`config.mk`:
```
export PLATFORM = sky130hd
export DESIGN_NAME = am_offset_ctrl
export DESIGN_NICKNAME = d
export VERILOG_FILES = /design/src/rtl/am_offset_ctrl.sv
export SDC_FILE = /design/constraint.sdc
export NUM_CORES = 1
export LEC_CHECK = 0
export BUFFER_PORTS_ARGS = -buffer_cell sky130_fd_sc_hd__buf_2
export CORE_UTILIZATION = 25
export DETAILED_ROUTE_END_ITERATION = 16
export PLACE_DENSITY = 0.42
export SYNTH_ARGS = -nofsm -noshare
export SYNTH_HDL_FRONTEND = slang
export SYNTH_SLANG_ARGS = --single-unit
export TNS_END_PERCENT = 20
```
`constraint.sdc`:
```
create_clock -name i_clk -period 3.9 [get_ports i_clk]
set_input_delay 0.195 -clock i_clk [delete_from_list [all_inputs] [get_ports i_clk]]
set_output_delay 0.195 -clock i_clk [all_outputs]
set_load 0.01 [all_outputs]
```
`src/rtl/am_offset_ctrl.sv`:
```
// DC-offset estimation sequencer for am_offset: block-averages valid samples,
// acquires with the raw block mean, then tracks with a first-order update.
module am_offset_ctrl #(
  parameter int unsigned DATA_W        = 16,
  parameter int unsigned LOG2_WIN      = 10,
  parameter int unsigned SETTLE_BLOCKS = 4,
  parameter int unsigned STEP_SHIFT    = 2
) (
  input  logic              i_clk,
  input  logic              i_resetn,
  input  logic [DATA_W-1:0] iS_data,
  input  logic              i_valid,
  input  logic              i_enable,
  input  logic              i_freeze,
  input  logic              i_manual,
  input  logic [DATA_W-1:0] iS_manual_offset,
  output logic [DATA_W-1:0] oS_offset,
  output logic              o_offset_load,
  output logic              o_locked
);

  localparam int unsigned ACC_W = DATA_W + LOG2_WIN;
  localparam int unsigned BLK_W = $clog2(SETTLE_BLOCKS + 1);

  typedef enum logic [1:0] {
    ST_IDLE    = 2'd0,
    ST_ACQUIRE = 2'd1,
    ST_TRACK   = 2'd2,
    ST_HOLD    = 2'd3
  } state_e;

  state_e                   state_q, state_d;
  logic signed [ACC_W-1:0]  acc_q, acc_d;
  logic [LOG2_WIN-1:0]      cnt_q, cnt_d;
  logic [BLK_W-1:0]         blk_q, blk_d;
  logic signed [DATA_W-1:0] mean_q, mean_d;
  logic signed [DATA_W-1:0] offset_q, offset_d;
  logic                     pend_q, pend_d;
  logic                     pend_acq_q, pend_acq_d;
  logic                     load_q, load_d;
  logic                     locked_q, locked_d;

  logic signed [ACC_W-1:0]  acc_sum;
  logic [BLK_W-1:0]         blk_inc;
  logic signed [DATA_W:0]   off_ext;
  logic signed [DATA_W:0]   diff;
  logic signed [DATA_W:0]   step;

  // Full-width block sum; its top DATA_W bits are the floor mean of the block.
  assign acc_sum = acc_q + {{LOG2_WIN{iS_data[DATA_W-1]}}, iS_data};
  assign blk_inc = blk_q + BLK_W'(1);
  assign off_ext = {offset_q[DATA_W-1], offset_q};
  assign diff    = {mean_q[DATA_W-1], mean_q} - off_ext;
  assign step    = diff >>> STEP_SHIFT;

  always_ff @(posedge i_clk or negedge i_resetn) begin
    if (!i_resetn) begin
      state_q    <= ST_IDLE;
      acc_q      <= '0;
      cnt_q      <= '0;
      blk_q      <= '0;
      mean_q     <= '0;
      offset_q   <= '0;
      pend_q     <= 1'b0;
      pend_acq_q <= 1'b0;
      load_q     <= 1'b0;
      locked_q   <= 1'b0;
    end else begin
      state_q    <= state_d;
      acc_q      <= acc_d;
      cnt_q      <= cnt_d;
      blk_q      <= blk_d;
      mean_q     <= mean_d;
      offset_q   <= offset_d;
      pend_q     <= pend_d;
      pend_acq_q <= pend_acq_d;
      load_q     <= load_d;
      locked_q   <= locked_d;
    end
  end

  always_comb begin
    state_d    = state_q;
    acc_d      = acc_q;
    cnt_d      = cnt_q;
    blk_d      = blk_q;
    mean_d     = mean_q;
    offset_d   = offset_q;
    pend_d     = 1'b0;
    pend_acq_d = pend_acq_q;
    load_d     = 1'b0;
    locked_d   = locked_q;

    // Apply the block mean registered on the previous edge.
    if (pend_q) begin
      load_d = 1'b1;
      if (pend_acq_q) begin
        offset_d = mean_q;
        blk_d    = blk_inc;
        if (blk_inc == BLK_W'(SETTLE_BLOCKS)) begin
          locked_d = 1'b1;
          if (state_q == ST_ACQUIRE) state_d = ST_TRACK;
        end
      end else begin
        offset_d = DATA_W'(off_ext + step);
      end
    end

    if (!i_enable) begin
      state_d  = ST_IDLE;
      acc_d    = '0;
      cnt_d    = '0;
      blk_d    = '0;
      offset_d = offset_q;
      load_d   = 1'b0;
      locked_d = 1'b0;
    end else if (i_manual) begin
      // Manual value wins over any pending block result.
      state_d  = (state_q == ST_IDLE) ? ST_ACQUIRE : ST_HOLD;
      acc_d    = '0;
      cnt_d    = '0;
      blk_d    = blk_q;
      offset_d = iS_manual_offset;
      load_d   = 1'b1;
      locked_d = locked_q;
    end else if (i_freeze) begin
      state_d = (state_q == ST_IDLE) ? ST_ACQUIRE : ST_HOLD;
      acc_d   = '0;
      cnt_d   = '0;
    end else begin
      unique case (state_q)
        ST_IDLE: state_d = ST_ACQUIRE;
        ST_HOLD: state_d = locked_d ? ST_TRACK : ST_ACQUIRE;
        default: begin
          if (i_valid) begin
            if (cnt_q == '1) begin
              mean_d     = acc_sum[ACC_W-1:LOG2_WIN];
              acc_d      = '0;
              cnt_d      = '0;
              pend_d     = 1'b1;
              pend_acq_d = (state_q == ST_ACQUIRE);
            end else begin
              acc_d = acc_sum;
              cnt_d = cnt_q + LOG2_WIN'(1);
            end
          end
        end
      endcase
    end
  end

  assign oS_offset     = offset_q;
  assign o_offset_load = load_q;
  assign o_locked      = locked_q;

endmodule

```
# == After elaboration in Yosys (flattened, before gate mapping) ==
# Cells that the tools add are included.
# classes
add_sub_neg,5
n_eq_ne,13
muxes,43
n_bitwise,3
n_reduce_logical,8
# op_table
cell,n
two-way mux 26 bit,6
two-way mux 10 bit,6
two-way mux 16 bit,3
adder 26 bit,1
"!= test 6 x 1 -> 1 bit, second input constant",4
two-way mux 2 bit,9
subtractor 16 x 16 -> 17 bit,1
adder 16 x 15 -> 16 bit,1
two-way mux 1 bit,14
two-way mux 3 bit,4
"adder 10 x 1 -> 10 bit, second input constant",1
"equality test 10 bit, second input constant",1
"!= test 4 x 2 -> 1 bit, second input constant",2
AND reduction 6 bit,1
"!= test 2 x 1 -> 1 bit, second input constant",2
one-hot mux 2 bit (2 select lines),1
AND reduction 2 bit,2
AND reduction 4 bit,1
"adder 3 x 1 -> 3 bit, second input constant",1
"equality test 3 bit, second input constant",1
NOT 1 bit,3
AND reduction 3 bit,1
"equality test 2 x 1 -> 1 bit, second input constant",1
"equality test 2 bit, second input constant",1
4 further kinds,4
# totals
register_bits,77
inputBits,38
out_inout_bits,18
word_cells,82

# == Longest topological paths before layout ==
# Gate-level depths: netlist (run 1).
# depth
depth_word,10
ltp_mapped,20
mapped_depth_nobuf,20

# == Worst setup path before layout (run 1) ==
# OpenSTA, ideal clock, no wires.
# synth_path
path_type,reg2reg
startpoint,"register offset_q[2], in the netlist oS_offset[2]"
endpoint,"register offset_q[15], in the netlist oS_offset[15]"
setup_time_ps,126
t_arrival_ps,3715
required_time_ps,3774
setup_slack_ps,59
path_stages_with_launch,21
n_path_buf,0
synth_period_minus_slack_ps,3841
path_cell_list,dfrtp_1 -> inv_1 -> ha_1 -> a21o_1 -> a31o_2 -> nand2_1 -> nand3_1 -> a21oi_1 -> o21bai_1 -> a21oi_1 -> xnor2_1 -> ha_1 -> nand3_1 -> nand2_1 -> a221o_1 -> a31o_1 -> a31oi_2 -> o21ai_1 -> xnor2_1 -> nor3b_1 -> a311o_1
# synth_via
elab_chain_cells,5
# synth_rtl
element,line,text
from (decl),37,"logic signed [DATA_W-1:0] offset_q, offset_d;"
from (signal assigned),74,offset_q <= offset_d;
subtractor 16 x 16 -> 17 bit,53,"assign diff = {mean_q[DATA_W-1], mean_q} - off_ext;"
adder 16 x 15 -> 16 bit (*),105,offset_d = DATA_W'(off_ext + step);
two-way mux 16 bit (*),97,if (pend_acq_q) begin
two-way mux 16 bit (*),95,if (pend_q) begin
two-way mux 16 bit (*),117,end else if (i_manual) begin
# Every way passes the cells marked *; elsewhere a longest branch is shown, timed or not. The select of a mux whose other input is x is not followed.
# A chain may end at the register's enable or synchronous reset.

# == Worst setup path after layout (run 1) ==
# Same ends and word-level chain as after synthesis.

==> qor.yml, run 1 <==
yosys:
  postSynthNetCount: 738
  async_reset_ff_share_pct: 100.0
  ys_seq_area_share_pct: 33.23
  synth_enable_flop_cells: 0
  mapped_cells: 635
  synth_top_area_share_pct: 33.23
  synthesis.area_per_instance_sq_um: 9.131
  netlist-cell-type-count: 73
  synth.ff_latch_count: 77
  synth.area.top_cells: "sky130_fd_sc_hd__dfrtp_1, sky130_fd_sc_hd__ha_1, sky130_fd_sc_hd__xnor2_1"
  post_synth_instance_area_sq_mm: 0.005798
  synth_area_leader_cell: "sky130_fd_sc_hd__dfrtp_1"
  yosys_most_used_dff: "sky130_fd_sc_hd__dfrtp_1"
  ys.warnings.count: 0
cells_and_area:
  layout.core_utilization_pct: 30.71
  synthToLayoutAreaGrowth_pct: 20.26
  diodes: 0
  mostFrequentLayoutCells: "sky130_fd_sc_hd__dfrtp_1, sky130_fd_sc_hd__nand2_1, sky130_fd_sc_hd__ha_1, sky130_fd_sc_hd__buf_2, sky130_fd_sc_hd__o21ai_0"
  layout.nets: 816
  postLayoutCellArea_sq_mm: 0.006973
  layout.cells.most_common: "sky130_fd_sc_hd__dfrtp_1"
  fin_cells: 1003
  final_layout_size_suffix_gt1_share_pct: 21.03
placement:
  place.detailed.hpwl_um: 11200
  dp_slack_ns: -0.04979
  io_buffer_count: 55
  post-place-cells: 981
  placed_cell_area_sq_mm: 0.006541
  final_weighted_congestion_in_routability_driven_placement: 0.8068
floorplanning:
  row_count: 55
  die_width_um: 154.3
  core-area_sq_mm: 0.02271
  die-area_sq_mm: 0.02381
  num_io_pins: 56
  dieHeight_um: 154.3
  initial_cell_density_of_the_core_pct: 25.53
critical_path:
  critical_path_arrival_ns: 4.00
  cp_data_required_time_ns: 4.13
  timing.setup.critical_path_class: "reg2reg"
  cp-start-kind: "flip-flop"
  critPathMaxFanout: 4
  cp-end-kind: "flip-flop"
clock_network:
  clock_tree_from_tritoncts: "yes"
  cts_num_sinks: 77
  number_of_buffers_created_by_cts: 9
  insertion_delay_ns: 0.35
  htree_num_levels: 3
  clkSlewWorstSetupHoldPaths_ns: 0.07
  clock_tree.root_cell: "sky130_fd_sc_hd__clkbuf_16"
  cts_buffer_depth: 2
sta:
  timing.slew.headroom_pct: 25.55
  setup_repair_after_global_routing_missed_its_margin: "yes"
  fmaxAchievable_mhz: 265.4
  timing.hold.ws_ns: 0.09514
  total_negative_setup_slack_ns: 0
  hold_violations: 0
  fin_worst_skew_ns: 0.009553
  drv_slew: 0
  final.min_clock_period_ns: 3.768
  post-route-period-util_pct: 96.62
  final.setup.worst_slack_ns: 0.1320
  tightest_slew_ns: 1.117
  finalSetupViolCount: 0
global_route:
  grt_antenna_before_repair: 0
  grt.total_usage_pct: 12.95
  globalRouteOverflowTotal: 0
  grt_pass1_vias: 4789
  grt_start_max_net_pins: 43
  grt_pass1_wl_um: 24470
min_path:
  hold_path.class: "in2reg"
detailed_routing:
  drt-wirelength-per-cell_um: 14.99
  postRouteAntennaNets: 0
  drt-initial-drc-count: 140
  drt_drc_violations_left: 0
  routed_wirelength_um: 15040
  routed-via-count: 4813
  drt_pre_antenna_iters: 4
  post_dr_vias_cell: 4.799
outcome:
  run_status: "finished clean"
flow_run:
  drv.max_cap_violation_count: 0
pwr:
  p_leak_nw: 3.330
  max-vdd-ir-drop_v: 0.0002119
  power.total_mw: 4.027
  p_per_area_mw_per_mm2: 577.5
## worst max-delay path, stage by stage (launching register included)
cell and delay [ns]:
sky130_fd_sc_hd__dfrtp_1 0.39, sky130_fd_sc_hd__inv_2 0.09, sky130_fd_sc_hd__ha_4 0.21, sky130_fd_sc_hd__a21o_1 0.16, sky130_fd_sc_hd__a31o_4 0.23, sky130_fd_sc_hd__a21oi_4 0.14
sky130_fd_sc_hd__nor3_2 0.07, sky130_fd_sc_hd__or2_4 0.26, sky130_fd_sc_hd__nor2_2 0.09, sky130_fd_sc_hd__xnor2_1 0.15, sky130_fd_sc_hd__ha_1 0.28, sky130_fd_sc_hd__and2_1 0.18
sky130_fd_sc_hd__a221o_1 0.32, sky130_fd_sc_hd__a31o_1 0.23, sky130_fd_sc_hd__a31oi_4 0.22, sky130_fd_sc_hd__o21ai_2 0.10, sky130_fd_sc_hd__xnor2_2 0.16, sky130_fd_sc_hd__nor3b_1 0.07
sky130_fd_sc_hd__a311o_1 0.31
## flip-flops by register name, indices dropped and copies added (netlist names)
name and cells:
blk_q 3, o_offset_load 1, state_q 2, oS_offset 16, pend_q 1, pend_acq_q 1
cnt_q 10, acc_q 26, o_locked 1, mean_q 16
## where the power goes
part	switching, mW	leakage, nW	internal (mW)
logic	1.17	2.15	1.05
clock network	0.400	0.144	0.446
registers	0.0748	1.04	0.885
## path summary, 6_finish.rpt
path                                           from                        end  slack, ns  cells past startpoint
max in group asynchronous                  i_resetn      acc_q[14]$_DFFE_PN0P_       2.61                      3
setup reg to reg           oS_offset[2]$_DFFE_PN0P_  oS_offset[15]$_DFFE_PN0P_       0.13                     18
setup / recovery           oS_offset[2]$_DFFE_PN0P_  oS_offset[15]$_DFFE_PN0P_       0.13                     18
hold reg to reg                acc_q[5]$_DFFE_PN0P_       acc_q[5]$_DFFE_PN0P_       0.49                      2
hold / removal                 iS_manual_offset[11]  oS_offset[11]$_DFFE_PN0P_        0.1                      3
min in group asynchronous                  i_resetn      acc_q[22]$_DFFE_PN0P_       0.40                      2
## layout make-up
type | count | area [sq um]
flip-flops and latches | 77 | 1927
repair buffers | 85 | 505.5
clock buffers | 9 | 225.2
clock inverters | 7 | 65.06
multi-input cells | 514 | 3791
well taps | 285 | 356.6
fillers | 2401 | 15740
inverters | 26 | 102.6
## timing repair
item | CTS | global route
setup endpoints to repair | 1 | 5
pin swaps | 6 | 12
setup buffers | 2 | 3
endpoints found under the hold margin | 41 | 0
resized for setup | 1 | 15
hold buffers | 1 | 0
## cell usage after synthesis (3+ instances only)
| library cell | count |
|---|---|
| sky130_fd_sc_hd__dfrtp_1 | 77 |
| sky130_fd_sc_hd__nand2_1 | 70 |
| sky130_fd_sc_hd__ha_1 | 63 |
| sky130_fd_sc_hd__o21ai_0 | 51 |
| sky130_fd_sc_hd__nor2_1 | 43 |
| sky130_fd_sc_hd__a21oi_1 | 42 |
| sky130_fd_sc_hd__xnor2_1 | 31 |
| sky130_fd_sc_hd__inv_1 | 24 |
| sky130_fd_sc_hd__xor2_1 | 24 |
| sky130_fd_sc_hd__a22o_1 | 17 |
| sky130_fd_sc_hd__a21o_1 | 15 |
| sky130_fd_sc_hd__clkbuf_1 | 15 |
| sky130_fd_sc_hd__nand3_1 | 15 |
| sky130_fd_sc_hd__mux2_2 | 11 |
| sky130_fd_sc_hd__nor3_1 | 11 |
| sky130_fd_sc_hd__o211ai_1 | 10 |
| sky130_fd_sc_hd__a211oi_1 | 8 |
| sky130_fd_sc_hd__and2_1 | 7 |
| sky130_fd_sc_hd__a31oi_1 | 6 |
| sky130_fd_sc_hd__nor2b_1 | 6 |
| sky130_fd_sc_hd__and3_1 | 5 |
| sky130_fd_sc_hd__mux2i_1 | 5 |
| sky130_fd_sc_hd__a21oi_2 | 4 |
| sky130_fd_sc_hd__nand2b_1 | 4 |
| sky130_fd_sc_hd__o21a_1 | 4 |
| sky130_fd_sc_hd__o21bai_1 | 4 |
| sky130_fd_sc_hd__or2_2 | 4 |
| sky130_fd_sc_hd__nand4_1 | 3 |
| sky130_fd_sc_hd__o22ai_1 | 3 |
| sky130_fd_sc_hd__o41a_1 | 3 |
| sky130_fd_sc_hd__or4_1 | 3 |
## kinds of logic (layout without fill, tap and decap cells)
family	Yosys count	in the layout	synth area share, %
fa+ha+maj	65	65	14.29
xor+xnor	55	55	8.308
buf+inv	44	127	3.129
compound gates	197	197	23.31
simple gates	180	180	14.48
mux	17	17	3.259
flops	77	77	33.23
## routing by layer
layer,global-route usage (%),vias to the layer above,wire length [um]
met5,0,-,0
met4,3.253,0,136
met3,3.110,10,484
met2,20.76,65,6789
met1,17.45,2268,7627
li1,-,2470,-
No activity file was read; power rests on OpenSTA's default activity.
==> inputs of run 2 (changes only) <==
--- a/config.mk
+++ b/config.mk
@@ -8,7 +8,7 @@
 export BUFFER_PORTS_ARGS = -buffer_cell sky130_fd_sc_hd__buf_2
 export CORE_UTILIZATION = 25
 export DETAILED_ROUTE_END_ITERATION = 16
-export PLACE_DENSITY = 0.42
+export PLACE_DENSITY = 0.44
 export SYNTH_ARGS = -nofsm -noshare
 export SYNTH_HDL_FRONTEND = slang
 export SYNTH_SLANG_ARGS = --single-unit
==> run 2 against run 1 <==
- core utilization about the same
- final area barely moved
- via count is 1.9% lower
- maximum frequency grew 0.90%
- count of clock-buffer cells in the layout is the same
- global-route usage is 0.24 points lower
- setup slack better by 0.034 ns
- highest routed layer unchanged
- routed wire length down 3.5%
- sequential cell count did not move
- critical path depth grew 2
- first-iteration DRC count shrank 5.0%
- final cell count decreased by 0.60%
==> qor.yml, run 2 (synthesized netlist as in run 1, its figures left out) <==
outcome:
  run_status: "finished clean"
min_path:
  hold_path.class: "in2reg"
cells_and_area:
  largest_register_ffs: 26
  largest_register: "acc_q"
  multi_input_area_sq_mm: 0.003802
  fin_cells: 997
  final_layout_size_suffix_gt1_share_pct: 20.79
  mostFrequentLayoutCells: "sky130_fd_sc_hd__dfrtp_1, sky130_fd_sc_hd__nand2_1, sky130_fd_sc_hd__ha_1, sky130_fd_sc_hd__buf_2, sky130_fd_sc_hd__o21ai_0"
  num-fill-cells: 2387
  layout.nets: 810
  layout.area.seq_sq_mm: 0.001927
  layout.cells.most_common: "sky130_fd_sc_hd__dfrtp_1"
  synthToLayoutAreaGrowth_pct: 20.24
  postLayoutCellArea_sq_mm: 0.006972
  diodes: 0
detailed_routing:
  drt_drc_violations_left: 0
  post_dr_vias_cell: 4.737
  drt_pre_antenna_iters: 4
  postRouteAntennaNets: 0
  drt-initial-drc-count: 133
  routed-via-count: 4723
  drt-wirelength-per-cell_um: 14.56
  routed_wirelength_um: 14510
sta:
  finalSetupViolCount: 0
  post-route-period-util_pct: 95.76
  hold_violations: 0
  final.min_clock_period_ns: 3.734
  timing.hold.ws_ns: 0.09311
  tightest_slew_ns: 0.7490
  fmaxAchievable_mhz: 267.8
  timing.slew.headroom_pct: 50.06
  drv_slew: 0
  fin_worst_skew_ns: 0.007304
  setup_repair_after_global_routing_missed_its_margin: "yes"
critical_path:
  critPathMaxFanout: 4
  cp-end-kind: "flip-flop"
  timing.setup.critical_path_class: "reg2reg"
  critical_path_arrival_ns: 3.97
  cp-start-kind: "flip-flop"
  cp_data_required_time_ns: 4.14
floorplanning:
  core-area_sq_mm: 0.02271
  dieHeight_um: 154.3
  num_io_pins: 56
  row_count: 55
  initial_cell_density_of_the_core_pct: 25.53
  die_width_um: 154.3
  die-area_sq_mm: 0.02381
clock_network:
  post_cts.repair.setup_buffers: 0
  clkSlewWorstSetupHoldPaths_ns: 0.07
  cts_num_sinks: 77
  insertion_delay_ns: 0.35
  htree_num_levels: 3
  number_of_buffers_created_by_cts: 9
  clock_tree_from_tritoncts: "yes"
  clock_tree.root_cell: "sky130_fd_sc_hd__clkbuf_16"
  cts_buffer_depth: 2
placement:
  place.detailed.hpwl_um: 10940
  post-place-cells: 980
  placed_cell_area_sq_mm: 0.006534
  final_weighted_congestion_in_routability_driven_placement: 0.8527
  io_buffer_count: 55
pwr:
  net-switching-power_mw: 1.560
  power.share.sequential_pct: 24.0
  internal_power_mw: 2.435
  p_leak_nw: 3.316
  max-vdd-ir-drop_v: 0.0002006
  p_per_area_mw_per_mm2: 573.1
  power_frac_clock_pct: 23.5
  power.total_mw: 3.996
  power.switching_fraction_pct: 39.05
  power.combinational.fraction_pct: 52.6
global_route:
  grt_pass1_wl_um: 24010
  grt_antenna_before_repair: 0
  grt_start_max_net_pins: 51
  grt.total_usage_pct: 12.71
  globalRouteOverflowTotal: 0
  grt_pass1_vias: 4695
flow_run:
  drv.max_cap_violation_count: 0
## run 2: cell count changes in the layout (fill, tap and decap cells not counted), sizes merged
cell / delta
buf: -6
inv: -3
bufinv: +2
clkinvlp: +2
clkinv: -1
## run 2: critical path, cell delays in order (launching register included)
cell	delay [ns]
sky130_fd_sc_hd__dfrtp_1	0.38
sky130_fd_sc_hd__inv_2	0.08
sky130_fd_sc_hd__ha_4	0.20
sky130_fd_sc_hd__a21o_1	0.16
sky130_fd_sc_hd__a31o_4	0.23
sky130_fd_sc_hd__nand2_1	0.08
sky130_fd_sc_hd__nand3_2	0.09
sky130_fd_sc_hd__a21oi_2	0.15
sky130_fd_sc_hd__o21bai_1	0.12
sky130_fd_sc_hd__a21oi_1	0.18
sky130_fd_sc_hd__xnor2_1	0.10
sky130_fd_sc_hd__ha_1	0.34
sky130_fd_sc_hd__nand3_2	0.08
sky130_fd_sc_hd__nand2_2	0.06
sky130_fd_sc_hd__a221o_1	0.29
sky130_fd_sc_hd__a31o_1	0.22
sky130_fd_sc_hd__a31oi_2	0.23
sky130_fd_sc_hd__o21ai_2	0.10
sky130_fd_sc_hd__xnor2_2	0.14
sky130_fd_sc_hd__nor3b_1	0.07
sky130_fd_sc_hd__a311o_1	0.31
## run 2: power groups by stage
stage | Sequential (mW) | Combinational, mW | Clock (mW)
floorplan | 1.01 | 1.42 | 0
global placement | 0.971 | 2.03 | 0
detailed placement | 0.973 | 2.01 | 0
CTS | 0.957 | 2.03 | 0.981
global route | 0.968 | 2.37 | 1.00
finish | 0.958 | 2.10 | 0.938
## run 2: per-layer routing
layer / global-route usage, % / part of all wire [%] / up-vias
met2: 19.46 / 43 / 60
li1: - / - / 2454
met5: 0 / 0 / -
met1: 17.91 / 53 / 2198
met4: 3.442 / 1.1 / 0
met3: 2.802 / 3.0 / 11
## run 2: metrics by stage
| step | util [%] | worst slack (ns) | TNS (ns) |
|---|---|---|---|
| after floorplan | - | 0.05912 | 0 |
| after global placement | 28.77 | 0.01552 | 0 |
| after detailed placement | 28.77 | -0.02029 | -0.02029 |
| after CTS | 30.25 | 0.009140 | 0 |
| after global routing | 30.70 | -0.09063 | -0.1465 |
| final | 30.70 | 0.1655 | 0 |
## run 2: final cells by class
cell class                 count  area share (%)
multi-input combinational    514           54.54
sequential                    77           27.64
timing repair buffer          79           6.604
tap                          285           5.115
clock buffer                   9           3.230
inverter                      26           1.472
clock inverter                 7           1.400
## run 2: timing repair
item,CTS,global route
resized for setup,1,20
hold buffers,1,0
endpoints found under the hold margin,49,0
endpoints found under the setup margin,1,4
pin swaps,6,13
## run 2: final timing paths
path | startpoint | endpoint | cells after the start | slack, ns
hold / removal | iS_manual_offset[11] | oS_offset[11]$_DFFE_PN0P_ | 3 | 0.09
hold reg to reg | acc_q[5]$_DFFE_PN0P_ | acc_q[5]$_DFFE_PN0P_ | 2 | 0.49
max in group asynchronous | i_resetn | mean_q[11]$_DFFE_PN0P_ | 3 | 2.60
min in group asynchronous | i_resetn | acc_q[0]$_DFFE_PN0P_ | 2 | 0.45
setup / recovery | oS_offset[2]$_DFFE_PN0P_ | oS_offset[15]$_DFFE_PN0P_ | 20 | 0.17
setup reg to reg | oS_offset[2]$_DFFE_PN0P_ | oS_offset[15]$_DFFE_PN0P_ | 20 | 0.17
==> inputs of run 3 (changes only) <==
--- a/config.mk
+++ b/config.mk
@@ -9,6 +9,7 @@
 export CORE_UTILIZATION = 25
 export DETAILED_ROUTE_END_ITERATION = 16
 export PLACE_DENSITY = 0.44
+export RECOVER_POWER = 100
 export SYNTH_ARGS = -nofsm -noshare
 export SYNTH_HDL_FRONTEND = slang
 export SYNTH_SLANG_ARGS = --single-unit
==> run 3 against run 2 <==
- the run now ends with capacitance limit, slew limit left
- worst hold slack about the same
- sequential share of layout area increased by 0.38 points
- setup slack got worse by 0.0010 ns
- clock skew about the same
- combinational power decreased by 2%
- sequential power about the same
- first-iteration DRC count increased by 18%
- sequential cell count unchanged
- clock power about the same
- non-clock buffer count unchanged
- die area unchanged
==> qor.yml, run 3 (synthesized netlist as in run 1, its figures left out) <==
outcome:
  run_status: "finished, violations left"
  violations: "capacitance limit, slew limit"
critical_path:
  critical_path.max_stage_delay_ns: 0.38
  cell_type_of_the_slowest_stage_on_the_worst_timing_path: "sky130_fd_sc_hd__dfrtp_1"
  cp_common_cell: "sky130_fd_sc_hd__nand3_2"
  cp-end-kind: "flip-flop"
  cp_cell_sequence: "inv_2 > ha_4 > a21o_1 > a31o_4 > nand2_1 > nand3_2 > a21oi_2 > o21bai_1 > a21oi_1 > xnor2_1 > ha_1 > nand3_2 > nand2_2 > a221o_1 > a31o_1 > a31oi_2 > o21ai_2 > xnor2_2 > nor3b_1 > a311o_1"
  cp-start-kind: "flip-flop"
  critical_path_arrival_ns: 3.97
  timing.setup.critical_path_class: "reg2reg"
  cp_data_required_time_ns: 4.14
  critPathMaxFanout: 4
sta:
  drv_slew: 37
  final.setup.worst_slack_ns: 0.1645
  tightest_slew_ns: 1.711
  post-route-period-util_pct: 95.78
  hold_violations: 0
  fin_worst_skew_ns: 0.007429
  final.min_clock_period_ns: 3.736
  finalSetupViolCount: 0
  total_negative_setup_slack_ns: 0
  setup_repair_after_global_routing_missed_its_margin: "yes"
  timing.slew.headroom_pct: -14.08
  fmaxAchievable_mhz: 267.7
cells_and_area:
  layout.area.seq_sq_mm: 0.001927
  mostFrequentLayoutCells: "sky130_fd_sc_hd__dfrtp_1, sky130_fd_sc_hd__nand2_1, sky130_fd_sc_hd__ha_1, sky130_fd_sc_hd__o21ai_0, sky130_fd_sc_hd__buf_2"
  postLayoutCellArea_sq_mm: 0.006878
  synthToLayoutAreaGrowth_pct: 18.62
  num-fill-cells: 2402
  largest_register_ffs: 26
  largest_register: "acc_q"
  multi_input_area_sq_mm: 0.003761
  layout.cells.most_common: "sky130_fd_sc_hd__dfrtp_1"
  diodes: 0
  layout.nets: 810
  final_layout_size_suffix_gt1_share_pct: 17.28
placement:
  io_buffer_count: 55
  dp_slack_ns: -0.02029
  placed_cell_area_sq_mm: 0.006534
  place.detailed.hpwl_um: 10940
  final_weighted_congestion_in_routability_driven_placement: 0.8527
clock_network:
  clock_tree_from_tritoncts: "yes"
  clock_tree.root_cell: "sky130_fd_sc_hd__clkbuf_16"
  number_of_buffers_created_by_cts: 9
  cts_num_sinks: 77
  insertion_delay_ns: 0.35
  cts_buffer_depth: 2
  htree_num_levels: 3
  clkSlewWorstSetupHoldPaths_ns: 0.07
detailed_routing:
  postRouteAntennaNets: 0
  post_dr_vias_cell: 4.733
  drt-wirelength-per-cell_um: 14.57
  routed_wirelength_um: 14520
  routed-via-count: 4719
  drt_pre_antenna_iters: 5
  drt-initial-drc-count: 157
  drt_drc_violations_left: 0
global_route:
  grt_pass1_wl_um: 24010
  globalRouteOverflowTotal: 0
  grt_antenna_before_repair: 0
  grt.total_usage_pct: 12.71
  grt_pass1_vias: 4695
  grt_start_max_net_pins: 51
floorplanning:
  dieHeight_um: 154.3
  num_io_pins: 56
  core-area_sq_mm: 0.02271
  initial_cell_density_of_the_core_pct: 25.53
  row_count: 55
  die-area_sq_mm: 0.02381
  die_width_um: 154.3
pwr:
  p_leak_nw: 3.230
  power.total_mw: 3.956
  p_per_area_mw_per_mm2: 575.2
  max-vdd-ir-drop_v: 0.0002005
flow_run:
  drv.max_cap_violation_count: 1
min_path:
  hold_path.class: "in2reg"
## run 3: cell count changes in the layout (fill, tap and decap cells not counted), moves of 3 or more
cell                       before  now
sky130_fd_sc_hd__and2_1         7    4
sky130_fd_sc_hd__buf_2         54   44
sky130_fd_sc_hd__clkbuf_1       0   19
sky130_fd_sc_hd__and2_0         0    3
sky130_fd_sc_hd__buf_4         24   14
## run 3: layer usage
metal  vias up  track usage [%]  part of all wire, %
li1       2457                -                    -
met1      2193            17.91                   53
met2        58            19.46                   42
met3        11            2.802                  3.0
met4         0            3.442                  1.1
met5         -                0                    0
## run 3: layout make-up
| cell class | instances | share of cell area (%) |
|---|---|---|
| clock inverters | 7 | 1.419 |
| repair buffers | 79 | 5.985 |
| flip-flops and latches | 77 | 28.02 |
| clock buffers | 9 | 3.275 |
| inverters | 26 | 1.437 |
| multi-input cells | 514 | 54.68 |
| well taps | 285 | 5.185 |
## run 3: critical path: cells and delay by family (launching register included)
| family | cells | cell delay (ns) |
|---|---|---|
| and+or+nand+nor | 5 | 0.38 |
| adders and majority gates | 2 | 0.54 |
| xor gates and xnor gates | 2 | 0.24 |
| DFF | 1 | 0.38 |
| AOI/OAI and AO/OA | 10 | 1.99 |
| buffers and inverters | 1 | 0.08 |
## run 3: metrics by stage
step / util [%] / cells / hold slack [ns]
floorplan: - / 635 / -0.1006
global placement: 28.77 / 980 / 0.3092
CTS: 30.25 / 997 / 0.08074
detailed placement: 28.77 / 980 / 0.3164
finish: 30.29 / 997 / 0.09308
global route: 30.29 / 997 / 0.1040
## run 3: path summary, 6_finish.rpt
path	from	cells after the start	slack, ns	end
worst min-delay path	iS_manual_offset[11]	3	0.09	oS_offset[11]$_DFFE_PN0P_
max in group asynchronous	i_resetn	3	1.17	mean_q[11]$_DFFE_PN0P_
worst max register to register	oS_offset[2]$_DFFE_PN0P_	20	0.16	oS_offset[15]$_DFFE_PN0P_
min in group asynchronous	i_resetn	2	0.72	acc_q[0]$_DFFE_PN0P_
worst max-delay path	oS_offset[2]$_DFFE_PN0P_	20	0.16	oS_offset[15]$_DFFE_PN0P_
worst min register to register	acc_q[5]$_DFFE_PN0P_	2	0.49	acc_q[5]$_DFFE_PN0P_
## run 3: timing repair
| item | 4_1_cts | 5_1_grt |
|---|---|---|
| resized for setup | 1 | 20 |
| pin swaps | 6 | 13 |
| setup buffers | 0 | 0 |
| hold buffers | 1 | 0 |
| setup endpoints to repair | 1 | 4 |
| hold endpoints to repair | 49 | 0 |
## run 3: report_power, final
part / leakage (nW) / switching [mW] / total (mW) / internal [mW]
clock network: 0.152 / 0.375 / 0.938 / 0.563
registers: 1.04 / 0.0724 / 0.958 / 0.886
logic: 2.04 / 1.11 / 2.06 / 0.947
total: 3.23 / 1.56 / 3.96 / 2.40
